$ cat config.mk
export PLATFORM = sky130hd
export DESIGN_NAME = csr_dec_mul_pipe
export DESIGN_NICKNAME = d
export VERILOG_FILES = /design/src/rtl/csr_dec_mul_pkg.sv /design/src/rtl/csr_dec_mul_narrow.sv /design/src/rtl/csr_dec_mul_pipe.sv
export SDC_FILE = /design/constraint.sdc
export NUM_CORES = 1
export LEC_CHECK = 0
export CORE_UTILIZATION = 45
export CTS_CLUSTER_DIAMETER = 40
export DETAILED_ROUTE_END_ITERATION = 8
export GPL_ROUTABILITY_DRIVEN = 0
export GPL_TIMING_DRIVEN = 0
export HOLD_SLACK_MARGIN = 0.03
export PLACE_DENSITY_LB_ADDON = 0.25
export SYNTH_ARGS = -nofsm -noshare
export SYNTH_HDL_FRONTEND = slang
export SYNTH_SLANG_ARGS = --single-unit
$ cat constraint.sdc
create_clock -name clk -period 14.8 [get_ports clk]
set_clock_uncertainty 0.05 [all_clocks]
set_input_delay 2.96 -clock clk [delete_from_list [all_inputs] [get_ports clk]]
set_output_delay 2.96 -clock clk [all_outputs]
set_load 0.01 [all_outputs]
$ cat src/rtl/csr_dec_mul_pkg.sv
// Shared constants and width/saturation helpers for the csr_dec multiplier pipe.
package csr_dec_mul_pkg;

    localparam int NUM_STAGE_MIN = 2;
    localparam int NUM_STAGE_MAX = 8;

    function automatic int prod_width(input int w0, input int w1);
        return w0 + w1;
    endfunction

    // Callers truncate to their result width; bit patterns are right-aligned.
    function automatic logic [63:0] sat_max(input int w, input bit sgn);
        if (sgn)
            return (64'd1 << (w - 1)) - 64'd1;
        else if (w >= 64)
            return '1;
        else
            return (64'd1 << w) - 64'd1;
    endfunction

    function automatic logic [63:0] sat_min(input int w, input bit sgn);
        return sgn ? (~64'd0 << (w - 1)) : 64'd0;
    endfunction

endpackage

$ cat src/rtl/csr_dec_mul_narrow.sv
// Combinational round / shift / narrow of the full product into the output width.
// CSR_DEC_MUL_PIPE_SAT_EN selects saturation with an overflow flag; otherwise results wrap.
module csr_dec_mul_narrow
    import csr_dec_mul_pkg::*;
#(
    parameter int PW         = 28,
    parameter int DOUT_WIDTH = 14,
    parameter int SIGNED     = 1,
    parameter int SHIFT      = 0,
    parameter int ROUND      = 0
) (
    input  logic [PW-1:0]         i_prod,
    output logic [DOUT_WIDTH-1:0] o_dout
`ifdef CSR_DEC_MUL_PIPE_SAT_EN
    ,
    output logic                  o_ovf
`endif
);

    // One guard bit above the product so rounding never wraps.
    localparam int SW = (PW + 1 > DOUT_WIDTH + 1) ? PW + 1 : DOUT_WIDTH + 1;
    localparam logic [SW-1:0] RND = (ROUND != 0 && SHIFT > 0) ?
                                    (SW'(1) << ((SHIFT > 0) ? SHIFT - 1 : 0)) : '0;

    logic [SW-1:0] w_ext;
    logic [SW-1:0] w_t;

    assign w_ext = (SIGNED != 0) ? {{(SW-PW){i_prod[PW-1]}}, i_prod}
                                 : {{(SW-PW){1'b0}}, i_prod};
    assign w_t   = w_ext + RND;

`ifdef CSR_DEC_MUL_PIPE_SAT_EN
    localparam logic [DOUT_WIDTH-1:0] SAT_MAX = DOUT_WIDTH'(sat_max(DOUT_WIDTH, SIGNED != 0));
    localparam logic [DOUT_WIDTH-1:0] SAT_MIN = DOUT_WIDTH'(sat_min(DOUT_WIDTH, SIGNED != 0));

    logic [SW-1:0] w_s;

    always_comb begin
        if (SIGNED != 0) begin
            w_s   = $signed(w_t) >>> SHIFT;
            o_ovf = !((&w_s[SW-1:DOUT_WIDTH-1]) || !(|w_s[SW-1:DOUT_WIDTH-1]));
        end else begin
            w_s   = w_t >> SHIFT;
            o_ovf = |w_s[SW-1:DOUT_WIDTH];
        end
        o_dout = w_s[DOUT_WIDTH-1:0];
        if (o_ovf)
            o_dout = (SIGNED != 0 && w_s[SW-1]) ? SAT_MIN : SAT_MAX;
    end
`else
    always_comb begin
        if (SIGNED != 0)
            o_dout = DOUT_WIDTH'($signed(w_t) >>> SHIFT);
        else
            o_dout = DOUT_WIDTH'(w_t >> SHIFT);
    end
`endif

endmodule

$ cat src/rtl/csr_dec_mul_pipe.sv
// Pipelined multiplier: operand stage, NUM_STAGE-2 product stages, registered narrow stage.
// CSR_DEC_MUL_PIPE_SAT_EN enables output saturation and the ovf flag.
module csr_dec_mul_pipe
    import csr_dec_mul_pkg::*;
#(
    parameter int DIN0_WIDTH = 14,
    parameter int DIN1_WIDTH = 14,
    parameter int DOUT_WIDTH = 14,
    parameter int NUM_STAGE  = 4,
    parameter int SIGNED     = 1,
    parameter int SHIFT      = 0,
    parameter int ROUND      = 0
) (
    input  logic                  clk,
    input  logic                  reset,
    input  logic                  ce,
    input  logic                  flush,
    input  logic                  din_valid,
    input  logic [DIN0_WIDTH-1:0] din0,
    input  logic [DIN1_WIDTH-1:0] din1,
    output logic                  dout_valid,
    output logic [DOUT_WIDTH-1:0] dout,
    output logic                  ovf,
    output logic                  busy
);

    localparam int PW   = prod_width(DIN0_WIDTH, DIN1_WIDTH);
    localparam int NMID = NUM_STAGE - 2;

    if (NUM_STAGE < NUM_STAGE_MIN || NUM_STAGE > NUM_STAGE_MAX) begin : g_bad_stage
        $error("csr_dec_mul_pipe: NUM_STAGE must be within 2..8");
    end

    logic [NUM_STAGE:1]    r_vld_pipe;
    logic [DIN0_WIDTH-1:0] r_a;
    logic [DIN1_WIDTH-1:0] r_b;
    logic [DOUT_WIDTH-1:0] r_dout;
    logic [PW-1:0]         w_a;
    logic [PW-1:0]         w_b;
    logic [PW-1:0]         w_prod;
    logic [PW-1:0]         w_last;
    logic [DOUT_WIDTH-1:0] w_dout;

    // Extending to PW first makes the low PW bits exact for both modes.
    assign w_a    = (SIGNED != 0) ? {{DIN1_WIDTH{r_a[DIN0_WIDTH-1]}}, r_a} : {{DIN1_WIDTH{1'b0}}, r_a};
    assign w_b    = (SIGNED != 0) ? {{DIN0_WIDTH{r_b[DIN1_WIDTH-1]}}, r_b} : {{DIN0_WIDTH{1'b0}}, r_b};
    assign w_prod = w_a * w_b;

    always_ff @(posedge clk or negedge reset) begin
        if (!reset) begin
            r_vld_pipe <= '0;
            r_a        <= '0;
            r_b        <= '0;
        end else if (ce) begin
            r_vld_pipe <= flush ? '0 : {r_vld_pipe[NUM_STAGE-1:1], din_valid};
            r_a        <= din0;
            r_b        <= din1;
        end
    end

    if (NMID > 0) begin : g_mid
        logic [PW-1:0] r_prod [NMID];

        always_ff @(posedge clk or negedge reset) begin
            if (!reset) begin
                for (int i = 0; i < NMID; i++) r_prod[i] <= '0;
            end else if (ce) begin
                r_prod[0] <= w_prod;
                for (int i = 1; i < NMID; i++) r_prod[i] <= r_prod[i-1];
            end
        end
        assign w_last = r_prod[NMID-1];
    end else begin : g_nomid
        assign w_last = w_prod;
    end

`ifdef CSR_DEC_MUL_PIPE_SAT_EN
    logic w_ovf;
    logic r_ovf;

    csr_dec_mul_narrow #(
        .PW(PW), .DOUT_WIDTH(DOUT_WIDTH), .SIGNED(SIGNED), .SHIFT(SHIFT), .ROUND(ROUND)
    ) u_narrow (
        .i_prod (w_last),
        .o_dout (w_dout),
        .o_ovf  (w_ovf)
    );

    always_ff @(posedge clk or negedge reset) begin
        if (!reset)
            r_ovf <= 1'b0;
        else if (ce)
            r_ovf <= w_ovf;
    end
    assign ovf = r_ovf & dout_valid;
`else
    csr_dec_mul_narrow #(
        .PW(PW), .DOUT_WIDTH(DOUT_WIDTH), .SIGNED(SIGNED), .SHIFT(SHIFT), .ROUND(ROUND)
    ) u_narrow (
        .i_prod (w_last),
        .o_dout (w_dout)
    );
    assign ovf = 1'b0;
`endif

    always_ff @(posedge clk or negedge reset) begin
        if (!reset)
            r_dout <= '0;
        else if (ce)
            r_dout <= w_dout;
    end

    assign dout       = r_dout;
    assign dout_valid = r_vld_pipe[NUM_STAGE];
    assign busy       = |r_vld_pipe;

endmodule

Yosys cells after proc, flatten, opt, wreduce, memory -nomap -nowiden
Cells that the tools add are included.
{"block": "totals", "out_inout_bits": 17, "word_cells": 9, "register_bits": 74, "inputBits": 33}
{"block": "op_classes", "reduce_logical": 1, "n_mul": 1, "mux": 1}
{"op": "14-bit by 14-bit multiplier with 14-bit output", "count": 1}
{"op": "4-bit 2-to-1 mux", "count": 1}
{"op": "4-bit OR reduction", "count": 1}

Logic depth before layout (Yosys ltp)
{"block": "logic_depth", "depth_word": 1, "depth_mapped": 21, "ltp_nobuf": 20}

Modules after synthesis
From an unflattened synthesis, not the netlist that was laid out.
{"block": "unflattened", "hier_cells": 1120, "hier_area_um2": 11664.9}
{"module": "csr_dec_mul_pipe", "n_inst": 1, "area_per_inst_um2": 11559.8, "cells_each": 1106}
{"module": "csr_dec_mul_narrow", "n_inst": 1, "area_per_inst_um2": 105.1, "cells_each": 14}

Worst setup path after synthesis
Ideal clock, no wire load.
{"block": "synth_timing", "path_type": "flip-flop to flip-flop", "from": "register r_b[2]", "to": "register g_mid.r_prod[41] (netlist bit)", "required_ns": 14.671, "n_path_buf": 1, "path_slack_ns": 9.499, "t_arrival_ns": 5.171, "setup_ns": 0.079, "path_stages_with_launch": 22, "path_cell_list": "dfrtp_1 -> clkbuf_1 -> and2_1 -> fa_1 -> inv_1 -> fa_1 -> inv_1 -> fa_1 -> inv_1 -> fa_1 -> inv_1 -> fa_1 -> inv_1 -> fa_1 -> inv_1 -> ha_1 -> o21ai_0 -> nand2b_1 -> o31a_1 -> a211oi_2 -> xnor3_1 -> mux2i_1"}
{"block": "synth_between", "elab_chain_cells": 1}
{"element": "from (decl)", "line_no": "csr_dec_mul_pipe.sv:36", "rtl": "logic [DIN1_WIDTH-1:0] r_b;"}
{"element": "from (signal assigned)", "line_no": "csr_dec_mul_pipe.sv:57", "rtl": "r_b <= din1;"}
{"element": "14-bit by 14-bit multiplier with 14-bit output", "line_no": "csr_dec_mul_pipe.sv:47", "rtl": "assign w_prod = w_a * w_b;"}
{"element": "to (decl)", "line_no": "csr_dec_mul_pipe.sv:62", "rtl": "logic [PW-1:0] r_prod [NMID];"}
Every way passes these cells.
A chain may end at the register's enable or synchronous reset.

Final worst setup path
{"block": "layout_timing", "from": "register r_b[3]", "to": "register g_mid.r_prod[41] (netlist bit)"}
The elaborated chain is that of the path after synthesis.

==> run metrics <==
outcome finished, final reports clean; post-CTS setup repair buffer count 0; total overflow reported by the global router 0; post-route insts no fill 795; share of post-route cells with drive strength above 1 0.04815; synthesized flop and latch total 74; Resized cells post-CTS 0; initial drt markers roughly 110; main combinational cell family by area after synthesis adder cells; number of remaining DRC errors 0; clock slew seen by the registers of the worst setup and hold paths around 0.070 ns; hold slack final ~0.43 ns; syn nets roughly 700; leakage power between 3 and 4 nW; First-pass DRT Iterations 4; Die Footprint roughly 14000 um^2; setup tns final 0 ns; Worst Reg-to-Reg Cells 17; share of the clock period used by the worst path 0.3943; via count about 3900; sequential element share of the synthesized area 0.3085; CTS root buf clkbuf_16; CP Data Arrival Time 6.04 ns; core area 12820 um^2; Max IR drop VDD roughly 0.00014 V; Maximum Capacitance Violations 0; via density per instance 4.957; maximum level of the CTS H-tree 3; post-placement cell count about 800; area added between synthesis and finish 16.99%; die span in x ~120 um; wire length per cell after detailed routing 15.41 um; via count of the first global-routing pass ~4400; met1 Resource Use GR 0.2449; met3 Resource Use GR 0.03924; internal portion of total power 0.0009606 W; row cnt 41; met2 Resource Use GR 0.3499; CP endpoint kind flop; Inserted Diodes 0; hold buffers post-CTS 0; Flop pwr share 0.180; Critical Setup Path Class reg -> reg; Synth Warn # 0; total power divided by cell area between 200 and 250 nW/um^2; Gate power share 0.685; PnR Total Power between 0.0015 and 0.002 W; number of nets with antenna violations after detailed routing 0; Synth Instances roughly 560; Max Slew Vio Count 0; TritonCTS sink count between 70 and 80; Cell variety after synth 43; Max Fanout on Critical Path 10; synthesized-area fraction occupied by adder cells 0.2931; final setup vio count 0; largest net degree at the start of global routing 70; sort of element at the start of the critical path flop; worst setup path start r_b[3]; synthesized-area fraction occupied by ao, oa, aoi and oai cells 0.03711; global-route wire length before repair around 21 mm; Max-Slew Margin vs Limit 0.4817; Hold WC Path Type reg -> reg; required time reported for the critical path endpoint 15.01 ns; CTS max path bufs 2; minimum clock period 5.835 ns; sw power between 0.0007 and 0.0008 W; initial cell density of the core 0.4680; initial antenna violation count 0; total standard cell area after synthesis around 6000 um^2; Clk Latency, worst-skew pair 0.35 ns; slew at the pin with the worst max-slew slack 0.7775 ns; total wirelength of the detailed-routed design about 12 mm; number of buffers created by CTS 9; Post-Syn Area per Cell 10.74 um^2; clock tree from TritonCTS done; Die H 117.5 um; simple-gate share of the synthesized area 0.1097; gr busiest metal met2; worst r2r src r_b[3]; maximum frequency from static timing analysis about 0.17 GHz; switching power as a share of total power 0.4341; number of input and output port buffers inserted 47; setup slack on the worst flop-to-flop path approximately 9 ns; final hold violations 0; Clk pwr share 0.135; capturing element of the worst setup path g_mid.r_prod[41]; unrepaired setup endpoints after global routing no; placed wire-length estimate around 9.7 mm; combined global-route utilization of all metal layers 0.2011; proportion of synthesized area in mux cells 0.1217; xor and xnor area share after synthesis 0.04920; final layout net count between 700 and 800; capture point of the worst reg-to-reg path g_mid.r_prod[41]; top-level port count 50
==> worst max-delay path: stages (launching register included) <==
cell	delay, ns
dfrtp_1	0.43
clkbuf_1	0.24
and2_1	0.22
fa_1	0.50
inv_1	0.06
fa_1	0.53
inv_1	0.05
fa_1	0.51
fa_1	0.44
fa_1	0.57
inv_1	0.06
fa_1	0.53
inv_1	0.04
ha_1	0.37
and3_1	0.22
a211oi_2	0.29
xnor3_1	0.47
mux2i_1	0.14
==> state kept, by name (all words and copies together), names as in the netlist <==
register      cells
dout             14
r_b              14
g_mid.r_prod     14
w_last           14
r_vld_pipe        4
r_a              14
==> Yosys cell counts <==
library cell  count  area, um^2
buf_2             3       15.01
mux2_1           60       675.7
nor2_1            3       11.26
conb_1            1       3.750
buf_1             7       26.28
nand3b_1          5       37.54
nor4b_1           1       8.760
fa_1             56        1121
o31a_1            1       8.760
o21a_1            1       7.510
xnor2_1          23       201.4
a211oi_1          1       7.510
mux2_2            4       45.04
nand2_1          48       180.2
nand3_1           3       15.01
xor2_1            3       26.28
and2_1           57       356.6
mux2i_1           1       10.01
a211oi_2          2       25.02
clkbuf_1         12       45.04
a21oi_1           7       35.03
o21bai_1          2       15.01
o211ai_1          1       7.510
o221ai_1          1       8.760
nor2b_1           2       12.51
a31oi_1           1       6.260
ha_1             51       638.1
inv_1           101       379.1
o22ai_1           1       6.260
and3_1            1       6.260
xnor3_1           3       67.56
nor3_1            1       5.000
a311oi_1          1       8.760
a21o_1            3       22.52
a211o_1           1       8.760
nand4_1           1       6.260
nand2_2           1       6.260
dfrtp_1          74        1852
a311o_1           1       10.01
nand2b_1          2       12.51
o21ai_0           3       15.01
o21ai_1           6       30.03
buf_4             2       15.01
==> logic make-up after synthesis <==
group,count (synthesis)
buffers and inverters,125
muxes,65
adders and majority gates,107
xor gates and xnor gates,29
other,1
AOI/OAI and AO/OA,33
and+or+nand+nor,125
DFF,74
==> worst min path at each step <==
stage | start | endpoint | cells past startpoint
floorplan | g_mid.r_prod[29] | g_mid.r_prod[29] | 1
global placement | w_last[10] | w_last[10] | 1
CTS | w_last[10] | w_last[10] | 1
detailed placement | w_last[13] | dout[13] | 1
global route | g_mid.r_prod[38] | w_last[10] | 1
finish | w_last[10] | w_last[10] | 1
==> stage by stage <==
step / area [um^2] / setup WS [ns] / util
floorplan: 6002 / 9.499 / -
global placement: 6688 / 8.067 / 0.5215
detailed placement: 6713 / 8.963 / 0.5234
CTS: 7022 / 8.943 / 0.5475
global route: 7022 / 8.693 / 0.5475
finish: 7022 / 8.965 / 0.5475
==> metal layers <==
metal	part of all wire	up-vias
li1	-	1870
met1	0.45	1986
met2	0.50	69
met3	0.035	16
met4	0.020	0
met5	0	-
==> area by class of cell <==
type	instances	area (um^2)
buffer	24	101.3
sequential	74	1852
tap	172	215.2
inverter	101	379.1
multi-input combinational	360	3670
clock buffer	9	225.2
clock inverter	7	83.83
timing repair buffer	48	495.5
fill	1144	5803
==> placed cells by master (no fill, tap or decap), types with 4 or more instances in the layout <==
master and instances:
ha_1 51, inv_1 101, a21oi_1 7, dfrtp_1 74, fa_1 56, clkbuf_16 9, mux2_1 60, and2_1 57
clkbuf_1 12, o21ai_1 6, nand3b_1 5, mux2_2 4, clkdlybuf4s50_1 46, xnor2_1 23, nand2_1 48, buf_1 7
==> power groups by stage <==
stage / Clock [W] / Combinational, W / Sequential, W
after floorplan: 0 / 0.000872 / 0.000307
after global placement: 0 / 0.00113 / 0.000308
after detailed placement: 0 / 0.00117 / 0.000309
after CTS: 0.000234 / 0.00118 / 0.000306
after global routing: 0.000243 / 0.00133 / 0.000314
final: 0.000229 / 0.00116 / 0.000305
Power figures use the tool's default switching activity.
